File: src/rtl/tblink_rpc_cclock_pkg.sv
// Shared definitions for the tblink RPC multi-timer controlled-clock block:
// command codes, event code, error response byte and the event FSM state type.
package tblink_rpc_cclock_pkg;

  localparam logic [7:0] CMD_GET_TIME     = 8'd1;
  localparam logic [7:0] CMD_SET_TIMER    = 8'd2;
  localparam logic [7:0] CMD_RELEASE      = 8'd3;
  localparam logic [7:0] CMD_SET_DIVISOR  = 8'd4;
  localparam logic [7:0] CMD_HOLD         = 8'd5;
  localparam logic [7:0] CMD_CANCEL_TIMER = 8'd6;

  localparam logic [7:0] EVT_TIMER   = 8'd1;
  localparam logic [7:0] RSP_ERR_IDX = 8'hFF;

  typedef enum logic {
    EvIdle,
    EvWait
  } evt_state_e;

endpackage

File: src/rtl/tblink_rpc_cclock_timer.sv
// One countdown timer channel. A value of 0 is idle; each tick decrements a
// nonzero value and the 1->0 step raises expire. A load overrides the tick, so
// a load coinciding with the final tick suppresses the expiry.
module tblink_rpc_cclock_timer
  import tblink_rpc_cclock_pkg::*;
#(
  parameter int unsigned TIMER_W = 32
) (
  input  logic               uclock,
  input  logic               reset,
  input  logic               tick,
  input  logic               load,
  input  logic [TIMER_W-1:0] load_val,
  output logic               expire,
  output logic [TIMER_W-1:0] value
);

  assign expire = tick && !load && (value == TIMER_W'(1));

  // Countdown register: load has priority over the cclock tick.
  always_ff @(posedge uclock or posedge reset) begin
    if (reset) begin
      value <= '0;
    end else if (load) begin
      value <= load_val;
    end else if (tick && (value != '0)) begin
      value <= value - TIMER_W'(1);
    end
  end

endmodule

File: src/rtl/tblink_rpc_cclock_mt.sv
// Multi-timer controlled-clock generator for the tblink RPC gateway.
// Divides uclock into cclock, counts cclock rising edges, runs N_TIMERS
// countdown timers and posts timer events to the host over a toggle handshake.
// Optional feature macro: TBLINK_RPC_CCLOCK_AUTOHOLD_EN (timer expiry holds the clock).
module tblink_rpc_cclock_mt
  import tblink_rpc_cclock_pkg::*;
#(
  parameter int unsigned N_TIMERS = 4,
  parameter int unsigned TIMER_W  = 32,
  parameter int unsigned DIV_W    = 32
) (
  input  logic        uclock,
  input  logic        reset,
  output logic        cclock,
  input  logic [7:0]  cmd_in,
  input  logic [63:0] cmd_in_params,
  input  logic        cmd_in_put_i,
  output logic        cmd_in_get_i,
  output logic [63:0] cmd_in_rsp,
  output logic [7:0]  cmd_in_rsp_sz,
  output logic [7:0]  cmd_out,
  output logic [7:0]  cmd_out_params,
  output logic        cmd_out_put_i,
  input  logic        cmd_out_get_i
);

  logic               clk_en, clk_en_next;
  logic [DIV_W-1:0]   div, div_next, div_cnt;
  logic [63:0]        count;
  logic               tick;

  logic               cmd_pend;
  logic [7:0]         cmd_idx;
  logic               idx_ok;
  logic [TIMER_W-1:0] load_val;
  logic [N_TIMERS-1:0] load, expire, pend, pend_next;
  logic [TIMER_W-1:0] tval [N_TIMERS];

  evt_state_e         evt_state;
  logic               dispatch;
  logic [7:0]         sel_idx;
  logic               unused_bits;

  // tick marks the uclock edge on which cclock goes low to high.
  assign tick = clk_en && (div_cnt == div) && !cclock;

  // Command decode: next enable/divisor and per-channel timer loads.
  always_comb begin
    cmd_pend    = cmd_in_put_i != cmd_in_get_i;
    cmd_idx     = cmd_in_params[39:32];
    idx_ok      = 32'(cmd_idx) < N_TIMERS;
    clk_en_next = clk_en;
    div_next    = div;
    load        = '0;
    load_val    = (cmd_in == CMD_SET_TIMER) ? cmd_in_params[TIMER_W-1:0] : '0;
    if (cmd_pend) begin
      case (cmd_in)
        CMD_RELEASE:     clk_en_next = 1'b1;
        CMD_HOLD:        clk_en_next = 1'b0;
        CMD_SET_DIVISOR: div_next = cmd_in_params[DIV_W-1:0];
        CMD_SET_TIMER, CMD_CANCEL_TIMER: begin
          for (int i = 0; i < N_TIMERS; i++) begin
            if (cmd_idx == 8'(i)) load[i] = 1'b1;
          end
        end
        default: ;
      endcase
    end
`ifdef TBLINK_RPC_CCLOCK_AUTOHOLD_EN
    // An expiry holds the clock in the same cycle its pending bit is set.
    if (|expire) clk_en_next = 1'b0;
`endif
  end

  // Clock divider, enable/divisor registers and the 64-bit cclock edge count.
  always_ff @(posedge uclock or posedge reset) begin
    if (reset) begin
      cclock  <= 1'b0;
      div_cnt <= '0;
      count   <= '0;
      clk_en  <= 1'b0;
      div     <= '0;
    end else begin
      clk_en <= clk_en_next;
      div    <= div_next;
      if (clk_en) begin
        if (div_cnt == div) begin
          cclock  <= ~cclock;
          div_cnt <= '0;
        end else begin
          div_cnt <= div_cnt + DIV_W'(1);
        end
      end else begin
        div_cnt <= '0;
      end
      if (tick) count <= count + 64'd1;
    end
  end

  // Command response: executes each pending command once and acks by toggle.
  always_ff @(posedge uclock or posedge reset) begin
    if (reset) begin
      cmd_in_get_i  <= 1'b0;
      cmd_in_rsp    <= '0;
      cmd_in_rsp_sz <= '0;
    end else if (cmd_pend) begin
      cmd_in_get_i  <= cmd_in_put_i;
      cmd_in_rsp    <= '0;
      cmd_in_rsp_sz <= '0;
      case (cmd_in)
        CMD_GET_TIME: begin
          cmd_in_rsp    <= count;
          cmd_in_rsp_sz <= 8'd8;
        end
        CMD_SET_TIMER, CMD_CANCEL_TIMER: begin
          if (!idx_ok) begin
            cmd_in_rsp    <= {56'd0, RSP_ERR_IDX};
            cmd_in_rsp_sz <= 8'd1;
          end
        end
        default: ;
      endcase
    end
  end

  for (genvar g = 0; g < N_TIMERS; g++) begin : g_timer
    tblink_rpc_cclock_timer #(
      .TIMER_W(TIMER_W)
    ) u_timer (
      .uclock  (uclock),
      .reset   (reset),
      .tick    (tick),
      .load    (load[g]),
      .load_val(load_val),
      .expire  (expire[g]),
      .value   (tval[g])
    );
  end

  // Lowest-index pending channel wins dispatch.
  always_comb begin
    sel_idx = '0;
    for (int i = int'(N_TIMERS) - 1; i >= 0; i--) begin
      if (pend[i]) sel_idx = 8'(i);
    end
  end

  assign dispatch = (evt_state == EvIdle) && (|pend);

  // Pending next state: a fresh expiry survives dispatch of another index;
  // a load always clears its channel.
  always_comb begin
    pend_next = pend;
    for (int i = 0; i < N_TIMERS; i++) begin
      if (dispatch && (sel_idx == 8'(i))) pend_next[i] = 1'b0;
    end
    pend_next = (pend_next | expire) & ~load;
  end

  // Pending bits register.
  always_ff @(posedge uclock or posedge reset) begin
    if (reset) pend <= '0;
    else       pend <= pend_next;
  end

  // Event FSM: post one timer event per host handshake.
  always_ff @(posedge uclock or posedge reset) begin
    if (reset) begin
      evt_state      <= EvIdle;
      cmd_out        <= '0;
      cmd_out_params <= '0;
      cmd_out_put_i  <= 1'b0;
    end else begin
      case (evt_state)
        EvIdle: begin
          if (|pend) begin
            cmd_out        <= EVT_TIMER;
            cmd_out_params <= sel_idx;
            cmd_out_put_i  <= ~cmd_out_put_i;
            evt_state      <= EvWait;
          end
        end
        EvWait: begin
          if (cmd_out_get_i == cmd_out_put_i) evt_state <= EvIdle;
        end
        default: evt_state <= EvIdle;
      endcase
    end
  end

  // Parameter bits above the fields and timer values are not otherwise consumed.
  always_comb begin
    unused_bits = ^cmd_in_params;
    for (int i = 0; i < N_TIMERS; i++) unused_bits = unused_bits ^ (^tval[i]);
  end

endmodule
File: config.mk
export PLATFORM = sky130hd
export DESIGN_NAME = tblink_rpc_cclock_mt
export DESIGN_NICKNAME = d
export VERILOG_FILES = /design/src/rtl/tblink_rpc_cclock_pkg.sv /design/src/rtl/tblink_rpc_cclock_timer.sv /design/src/rtl/tblink_rpc_cclock_mt.sv
export SDC_FILE = /design/constraint.sdc
export NUM_CORES = 1
export LEC_CHECK = 0
export BUFFER_PORTS_ARGS = -buffer_cell sky130_fd_sc_hd__buf_2
export CAP_MARGIN = 20
export CORE_UTILIZATION = 25
export DETAILED_ROUTE_END_ITERATION = 10
export PLACE_DENSITY_LB_ADDON = 0.3
export SLEW_MARGIN = 20
export SYNTH_ARGS = -nofsm -noshare
export SYNTH_HDL_FRONTEND = slang
export SYNTH_SLANG_ARGS = --single-unit
File: constraint.sdc
create_clock -name uclock -period 16.25 [get_ports uclock]
set_clock_uncertainty 0.1 [all_clocks]
set_input_delay 2.4375 -clock uclock [delete_from_list [all_inputs] [get_ports uclock]]
set_output_delay 2.4375 -clock uclock [all_outputs]
set_load 0.01 [all_outputs]
==> run metrics, run 1 <==
status=completed; post_cts resized=0; hold path startpoint=cmd_out[0]; total grt overflow=0; main flop type after synthesis=dfrtp_1; initial DRC count=899; Core Box Area=65860 um2; CTS Buffer Depth=3; H-tree levels=2; TritonRoute pass-1 iters=5; Antenna Nets Post-Route=0; Worst R2R End=pend[1]; input/output buffers=123; area delta synth->final=17.37%; synth unique cells=57; #FFs+latches synth=334; first-pass GRT wire length=75.38 mm; Post-DP Area=18190 um2; endpoints failing setup=0; R2R setup slack=between 10000 and 15000 ps; post-DP HPWL=31.90 mm; Clock Latency Late Sink=560 ps; Critical Path RT=16520 ps; multi-input logic area=7903 um2; Placer Congestion=0.8235; worst hold path class=reg2reg; Max Clk Rate=0.2134 GHz; clock-pin slew on the worst setup and hold paths=~60 ps; Mean Syn Cell Area=approximately 10 um2; Slowest cell on crit path=nor2_4; Wirelength per Cell=~18 um; Die Ht=260.2 um; most frequent cells in the layout=dfrtp_1 (334), a21oi_1 (166), xor2_1 (139); crit-path cells=buf_2 -> xnor2_2 -> buf_4 -> nand4bb_1 -> nor2_1 -> nand2_1 -> nor2_4 -> o21ai_0; Remaining DRCs=0; post-CTS setup buffers=0; Post-layout nets=1851; Yosys warning total=0; power per cell area=105.4 nW/um2; Avg Vias per Cell=approximately 5; R2R depth=8; setup_tns=0 ps; final hold slack=~360 ps; Worst Path Buf+Inv=2; CP startpoint kind=input pin; slowest stage delay, CP=760 ps; total track usage=0.1431; RSZ-0062 raised after global routing=no; clk sink count=334; Post-Synthesis Cell Area=16660 um2; Row Count=between 90 and 100; Final period util=0.2884; clock buffer count from CTS=41; Worst Hold End=cmd_out[0]; I/O pin count=around 170; CP Capture Type=flop; Post-Synthesis Cells=approximately 1700; EDFF count, synth=0; register area=~8400 um2; Die Area=67700 um2; cell class contributing the biggest share of worst-path delay=simple AND/OR/NAND/NOR gates; CTS tree=done; crit path DAT=~5000 ps; critical path class=in2reg; final hold violation count=0; crit path time final=about 4700 ps; # fillers=6934; asr flop ratio synth=1.000; CTS Hold Bufs=0; CP startpoint=cmd_in_put_i; hold path depth=1; initial antenna violation count=3; commonest non-fill, non-tap cell in the layout=dfrtp_1; Max-cap violations=0; Slew Viols, Final=0; CP max FO=just under 70; Leak Pwr=7.916 nW; starting density of the core=0.2530; Worst-Margin Slew=1029 ps; Final Cell Area=between 15000 and 20000 um2; Die W=260.2 um; routed vias=~13000; worst vdd ir=0.06190 mV; Root Driver=clkbuf_16; share of layout cells above drive strength 1=0.1508; max_slew headroom=0.3086; register area share after synthesis=0.5015; vias in the first global route=12680; worst flop-to-flop path startpoint=div_cnt[24]; largest net degree at the start of global routing=174; total routed wirelength=48.40 mm
==> state kept, by name, summed over array words and instances, names as in the netlist <==
register               count
g_timer.u_timer.value    128
cmd_in_rsp                64
count                     64
div                       32
div_cnt                   32
pend                       4
cmd_in_rsp_sz              2
cmd_out_params             2
cclock                     1
clk_en                     1
cmd_in_get_i               1
cmd_out                    1
cmd_out_put_i              1
evt_state                  1
==> logic make-up (layout without fill, tap and decap cells) <==
| family | after synthesis | after routing | synth area share |
|---|---|---|---|
| simple gates | 605 | 605 | 0.1921 |
| mux | 37 | 37 | 0.02485 |
| buf+inv | 126 | 236 | 0.03319 |
| compound gates | 300 | 300 | 0.1084 |
| fa+ha+maj | 14 | 14 | 0.01051 |
| xor+xnor | 245 | 245 | 0.1292 |
| other cells | 1 | 20 | 0.0002250 |
| flops | 334 | 334 | 0.5015 |
==> cells in the mapped netlist (all sizes together), types with 2 or more instances <==
cell,number,area share
or3,26,0.010
mux2,35,0.024
nor4b,4,0.0021
nand4,41,0.016
inv,21,0.0047
or4,16,0.0077
dfrtp,334,0.50
nor2b,2,0.00075
nand4b,6,0.0032
and3b,2,0.0011
a221o,8,0.0048
a21oi,166,0.050
a21o,3,0.0014
and4,7,0.0037
nor4,61,0.023
nor3,68,0.020
nor3b,6,0.0027
and3,17,0.0064
nand2,77,0.017
nand2b,9,0.0034
or2,8,0.0032
and2,4,0.0015
o21a,2,0.00090
a22o,56,0.029
buf,24,0.010
clkbuf,81,0.018
nor2,110,0.025
mux2i,2,0.0012
a31oi,6,0.0023
xnor2,106,0.056
xor2,139,0.073
a21boi,2,0.00090
o21ai,47,0.014
nand3b,9,0.0041
ha,14,0.011
o31ai,4,0.0018
nand3,127,0.038
o31a,2,0.0011
==> worst register-to-register path, cell delays in order, from the launching register on <==
cell	delay, ps
dfrtp_1	430
xor2_1	160
nor4_1	380
nand4_1	480
or2_2	450
buf_4	240
nor2_1	810
nand3_1	430
a21boi_0	270
==> stage by stage <==
step | std cells | worst slack [ps] | util | power, mW
floorplan | 1680 | 4459 | - | 1.055
global placement | 2582 | 11040 | 0.2761 | 1.143
detailed placement | 2582 | 10990 | 0.2761 | 1.148
CTS | 2654 | 11580 | 0.2966 | 2.095
global route | 2654 | 11280 | 0.2969 | 2.162
finish | 2655 | 11560 | 0.2970 | 2.063
==> cell type report <==
class	count	share of cell area
Sequential cell	334	0.4273
Multi-Input combinational cell	1220	0.4040
Clock buffer	57	0.05808
Tap cell	864	0.05527
Timing Repair Buffer	143	0.03979
Clock inverter	15	0.01100
Inverter	21	0.004414
Antenna cell	1	0.0001279
==> layer usage <==
layer	GRT usage	up-vias	share of wire
li1	-	6116	-
met1	0.2034	6461	0.47
met2	0.2209	353	0.45
met3	0.02622	65	0.059
met4	0.03996	2	0.021
met5	0	-	0.00017
==> worst max-delay path by stage <==
| stage | to | cells past startpoint |
|---|---|---|
| 5_1_grt | g_timer[0].u_timer.value[20] | 8 |
| 6_report | g_timer[2].u_timer.value[23] | 8 |
| 4_1_cts | g_timer[2].u_timer.value[23] | 8 |
| 2_1_floorplan | cclock | 1 |
| 3_3_place_gp | pend[2] | 8 |
| 3_5_place_dp | g_timer[2].u_timer.value[0] | 8 |
==> power by group <==
group / internal, mW / total, mW / switching, mW
sequential: 0.872 / 0.917 / 0.0448
clock: 0.568 / 0.929 / 0.362
combinational: 0.0732 / 0.216 / 0.143
total: 1.51 / 2.06 / 0.550
(Power assumes the default switching activity.)
==> inputs of run 2 (changes only) <==
==> constraint.sdc (replaced) <==
create_clock -name uclock -period 4.3 [get_ports uclock]
set_clock_uncertainty 0.1 [all_clocks]
set_input_delay 0.645 -clock uclock [delete_from_list [all_inputs] [get_ports uclock]]
set_output_delay 0.645 -clock uclock [all_outputs]
set_load 0.01 [all_outputs]
==> run 2 against run 1 <==
First-iteration DRC count grew 0.89%. Critical path depth did not move. Sequential cell count unchanged. Sequential share of layout area decreased by 0.36 points. Design area rose by 0.84%. Die area is the same.
==> run metrics, run 2 (synthesized netlist as in run 1, its figures left out) <==
Critical Path RT=4640 ps; post-CTS setup buffers=0; Max-cap violations=0; Layout Cells excl Fill=2674; clock buffer count from CTS=40; Core Box Area=65860 um2; R2R setup slack=850 ps; worst hold path class=in2async; worst vdd ir=0.2394 mV; met1 Track Usage GR=0.2036; setup_tns=0 ps; Placed Cells=roughly 2600; slowest stage delay, CP=630 ps; initial antenna violation count=2; Wirelength per Cell=18.58 um; Avg Vias per Cell=roughly 4.9; Die Ht=260.2 um; cell class contributing the biggest share of worst-path delay=simple AND/OR/NAND/NOR gates; CTS Hold Bufs=0; total track usage=0.1455; post_cts resized=0; clk sink count=334; Largest regs=g_timer.u_timer.value (128), cmd_in_rsp (64), count (64); commonest non-fill, non-tap cell in the layout=dfrtp_1; max reg flops=128; multi-input logic area=7883 um2; most frequent cell on the critical path=nand4_1; CTS tree=done; input/output buffers=between 100 and 150; Most Used Layer, Global Route=met2; total grt overflow=0; power per cell area=396.3 nW/um2; Remaining DRCs=0; Slew Viols, Final=0; Slowest cell on crit path=or3_1; Die W=260.2 um; Leak Pwr=8.035 nW; total power=7.818 mW; # fillers=6855; largest net degree at the start of global routing=128; first-pass GRT wire length=76.81 mm; final hold violation count=0; most frequent cells in the layout=dfrtp_1 (334), a21oi_1 (166), xor2_1 (139); vias in the first global route=approximately 13000; total routed wirelength=49.67 mm; met2 usage=0.2244; Clock Latency Late Sink=560 ps; H-tree levels=2; initial DRC count=907; crit path DAT=roughly 3800 ps; CP Capture Type=flop; Largest Register=g_timer.u_timer.value; area delta synth->final=18.36%; Worst Path Buf+Inv=1; max_slew headroom=0.2798; Worst-Margin Slew=1080 ps; crit path time final=3449 ps; starting density of the core=0.2530; worst flop-to-flop path startpoint=div_cnt[19]; Post-layout nets=1871; Worst R2R End=count[41]; routed vias=between 10000 and 15000; Max Clk Rate=0.2900 GHz; Final period util=0.8020; Root Driver=clkbuf_16; R2R depth=8; status=completed; clock-pin slew on the worst setup and hold paths=about 60 ps; CTS Buffer Depth=3; crit-path cells=xor2_1 -> nor4_1 -> nand4_1 -> or3_1 -> buf_4 -> nor3_1 -> nand4_1 -> xnor2_1; critical path class=reg2reg; CP max FO=13; I/O pin count=167; CP startpoint kind=flop; TritonRoute pass-1 iters=5; register area=around 8400 um2; Placer Congestion=0.7912; Die Area=67700 um2; RSZ-0062 raised after global routing=no; share of layout cells above drive strength 1=0.1602; post-DP HPWL=32.98 mm; endpoints failing setup=0; Row Count=between 90 and 100; Antenna Nets Post-Route=0; Antenna diodes=0; M3 GR Usage=0.03207
[run 2: final cells by class]
class	count	area share
clock inverter	10	0.006533
multi-input combinational	1220	0.3996
timing repair buffer	164	0.04872
clock buffer	61	0.06242
tap	864	0.05481
inverter	21	0.004186
sequential	334	0.4237
[run 2: through the flow]
stage / hold slack (ps) / cell area (um2) / setup slack [ps] / util
floorplan: 346.4 / 16740 / -907.6 / -
global placement: 353.9 / 18370 / 857.9 / 0.2788
detailed placement: 360.6 / 18370 / 804.6 / 0.2788
CTS: 106.2 / 19730 / 797.6 / 0.2995
global route: 114.8 / 19730 / 598.6 / 0.2995
finish: 136.0 / 19730 / 851.4 / 0.2995
[run 2: worst max-delay path by stage]
stage | start | end | slack (ps) | depth (start not counted)
floorplan | reset | cclock | -910 | 1
global placement | div_cnt[19] | count[41] | 860 | 8
detailed placement | div_cnt[19] | count[41] | 800 | 8
CTS | div_cnt[19] | count[41] | 800 | 8
global route | div_cnt[19] | count[45] | 600 | 8
finish | div_cnt[19] | count[41] | 850 | 8
[run 2: power breakdown]
part	switching, mW	internal (mW)
Combinational	0.557	0.290
Sequential	0.172	3.29
Clock	1.36	2.15
Total	2.09	5.73
[run 2: layer usage]
layer	part of all wire	vias up	wire length [um]
li1	-	6148	-
met1	0.47	6542	23130
met2	0.45	358	22250
met3	0.065	72	3227
met4	0.021	4	1037
met5	0.00058	-	29
==> inputs of run 3 (changes only) <==
--- a/config.mk
+++ b/config.mk
@@ -5,6 +5,7 @@
 export SDC_FILE = /design/constraint.sdc
 export NUM_CORES = 1
 export LEC_CHECK = 0
+export ABC_AREA = 1
 export BUFFER_PORTS_ARGS = -buffer_cell sky130_fd_sc_hd__buf_2
 export CAP_MARGIN = 20
 export CORE_UTILIZATION = 25
==> constraint.sdc (replaced) <==
create_clock -name uclock -period 2.91 [get_ports uclock]
set_clock_uncertainty 0.1 [all_clocks]
set_input_delay 0.4365 -clock uclock [delete_from_list [all_inputs] [get_ports uclock]]
set_output_delay 0.4365 -clock uclock [all_outputs]
set_load 0.01 [all_outputs]
==> run 3 against run 2 <==
Non-clock buffer count rose by 48. Register-to-register slack got worse by 470 ps. Critical path depth rose by 5. Setup slack got worse by 470 ps. Fmax rose by 36%. Sequential power rose by 68%. Synthesized area rose by 26%. Power rose by 99%. Combinational power rose to 5.3 times the previous value. Global-route usage rose by 2.7 points. Clock power rose by 49%. Critical path type unchanged. Highest routed layer unchanged.
==> run metrics, run 3 <==
I/O pin count=between 150 and 200; Row Count=105; Post-Synthesis Cell Area=20920 um2; hold path startpoint=cmd_in_params[0]; main flop type after synthesis=dfrtp_1; Post-synth top cells=nand2_1 (973), nor2_1 (457), dfrtp_1 (334); max reg flops=between 100 and 150; Worst-Margin Slew=between 700 and 800 ps; worst flop-to-flop path startpoint=div_cnt[18]; RSZ-0062 raised after global routing=no; power per cell area=635.3 nW/um2; Worst Path Buf+Inv=2; Die Ht=291.3 um; worst hold path class=in2reg; total grt overflow=0; most instantiated library cell after synthesis=nand2_1; cell class contributing the biggest share of worst-path delay=simple AND/OR/NAND/NOR gates; commonest non-fill, non-tap cell in the layout=nand2_1; clock buffer count from CTS=between 40 and 50; H-tree levels=2; final hold violation count=0; initial antenna violation count=2; post_cts resized=0; Mean Syn Cell Area=between 6 and 7 um2; initial DRC count=1495; R2R depth=13; register area share after synthesis=0.3995; CP startpoint kind=flop; Remaining DRCs=0; routed vias=around 20000; endpoints failing setup=0; most frequent cells in the layout=nand2_1 (972), nor2_1 (457), dfrtp_1 (334); critical path class=reg2reg; # fillers=9114; crit path time final=approximately 2500 ps; setup_tns=0 ps; Avg Vias per Cell=about 4.6; crit-path cells=inv_2 -> nand2_1 -> nand2_1 -> nor2_1 -> nand2_1 -> nor2_1 -> nand2_1 -> nor2_8 -> nand2_4 -> nor2_4 -> inv_1 -> nand2_1 -> nand2_1; Yosys warning total=0; share of the synthesized area in the top cell type=0.3995; Post-layout nets=3325; Die Area=around 85000 um2; CP max FO=12; status=completed; total routed wirelength=approximately 74 mm; Largest Register=g_timer.u_timer.value; max_slew headroom=0.5055; crit path DAT=2870 ps; largest net degree at the start of global routing=94; vias in the first global route=18840; R2R setup slack=between 300 and 400 ps; Worst Hold End=div[0]; synth unique cells=45; Critical Path RT=3250 ps; Slowest cell on crit path=dfrtp_1; CP Capture Type=flop; input/output buffers=~120; TritonRoute pass-1 iters=7; Die W=~290 um; Max-cap violations=0; EDFF count, synth=0; starting density of the core=0.2535; CTS Buffer Depth=3; largest cells by area after synthesis=dfrtp_1 (40%), nand2_1 (17%), nor2_1 (8.2%), nand3_1 (6.5%), inv_1 (5.1%); most frequent cell on the critical path=nand2_1; slowest stage delay, CP=470 ps; Final period util=0.8704; Antenna Nets Post-Route=0; asr flop ratio synth=1.000; worst vdd ir=0.3992 mV; Leak Pwr=about 12 nW; post-synth top area cell=dfrtp_1; clock-pin slew on the worst setup and hold paths=around 60 ps; post-DP HPWL=54.82 mm; Slew Viols, Final=0; total power=15.57 mW; hold path depth=2; clk sink count=334; Max Clk Rate=between 0.3 and 0.4 GHz; first-pass GRT wire length=114.0 mm; Placer Congestion=about 0.94; Largest regs=g_timer.u_timer.value (128), cmd_in_rsp (64), count (64); Core Box Area=roughly 83000 um2; CTS tree=done; Worst R2R End=count[7]; share of layout cells above drive strength 1=0.1000; Wirelength per Cell=between 15 and 20 um; #FFs+latches synth=334; Post-Synthesis Cells=3074; area delta synth->final=17.14%; Clock Latency Late Sink=570 ps; total track usage=0.1722; Root Driver=clkbuf_16
[run 3: how the worst max path moves through the flow]
stage / start / slack [ps] / cells after the start / end
detailed placement: cmd_in[5] / 360 / 11 / g_timer[1].u_timer.value[4]
global placement: cmd_in[7] / 360 / 11 / g_timer[1].u_timer.value[4]
global route: div_cnt[19] / 100 / 13 / count[7]
finish: div_cnt[18] / 380 / 13 / count[7]
CTS: div_cnt[19] / 350 / 13 / count[7]
floorplan: reset / -2090 / 1 / cclock
[run 3: area by class of cell]
class,count,area (um2),share of cell area
multi-input cells,2343,10900,0.4450
clock buffers,56,1182,0.04825
flip-flops and latches,334,8358,0.3411
repair buffers,212,1426,0.05821
well taps,1070,1339,0.05464
diodes,2,5.005,0.0002042
clock inverters,12,147.6,0.006025
inverters,303,1141,0.04657
[run 3: stage by stage]
stage | cells | util | hold slack [ps] | cell area, um2 | worst slack, ps
after floorplan | 3092 | - | 363.8 | 20990 | -2089
after global placement | 4260 | 0.2806 | 353.2 | 23150 | 361.5
after detailed placement | 4260 | 0.2806 | 357.4 | 23150 | 359.7
after CTS | 4330 | 0.2969 | 22.54 | 24500 | 345.9
after global routing | 4330 | 0.2969 | 36.47 | 24500 | 98.31
final | 4332 | 0.2970 | 54.89 | 24500 | 377.3
[run 3: what timing repair did]
| action | 4_1_cts | 5_1_grt |
|---|---|---|
| setup buffers | 0 | 0 |
| endpoints found under the hold margin | 9 | 0 |
| hold buffers | 2 | 0 |
[run 3: worst reg2reg max path, delay by kind of cell, from the launching register on]
kind	cells	cell delay, ps
and+or+nand+nor	11	1430
buffers and inverters	2	410
DFF	1	470
[run 3: logic make-up (layout without fill, tap and decap cells)]
family | count (synthesis) | after routing | share of synthesized area
other cells | 1 | 21 | 0.0001793
xor+xnor | 137 | 137 | 0.05736
compound gates | 284 | 284 | 0.07142
buf+inv | 415 | 583 | 0.08260
simple gates | 1872 | 1872 | 0.3714
fa+ha+maj | 14 | 14 | 0.008374
flops | 334 | 334 | 0.3995
mux | 17 | 17 | 0.009151
[run 3: where the power goes]
part	internal (mW)	total (mW)	switching (mW)
Sequential	5.17	5.82	0.646
Clock	3.09	5.23	2.14
Combinational	1.68	4.52	2.84
[run 3: per-layer routing]
metal / track usage / share of wire
met1: 0.2252 / 0.45
met2: 0.2891 / 0.47
met3: 0.02985 / 0.053
met4: 0.04994 / 0.028
met5: 0 / 0.00020
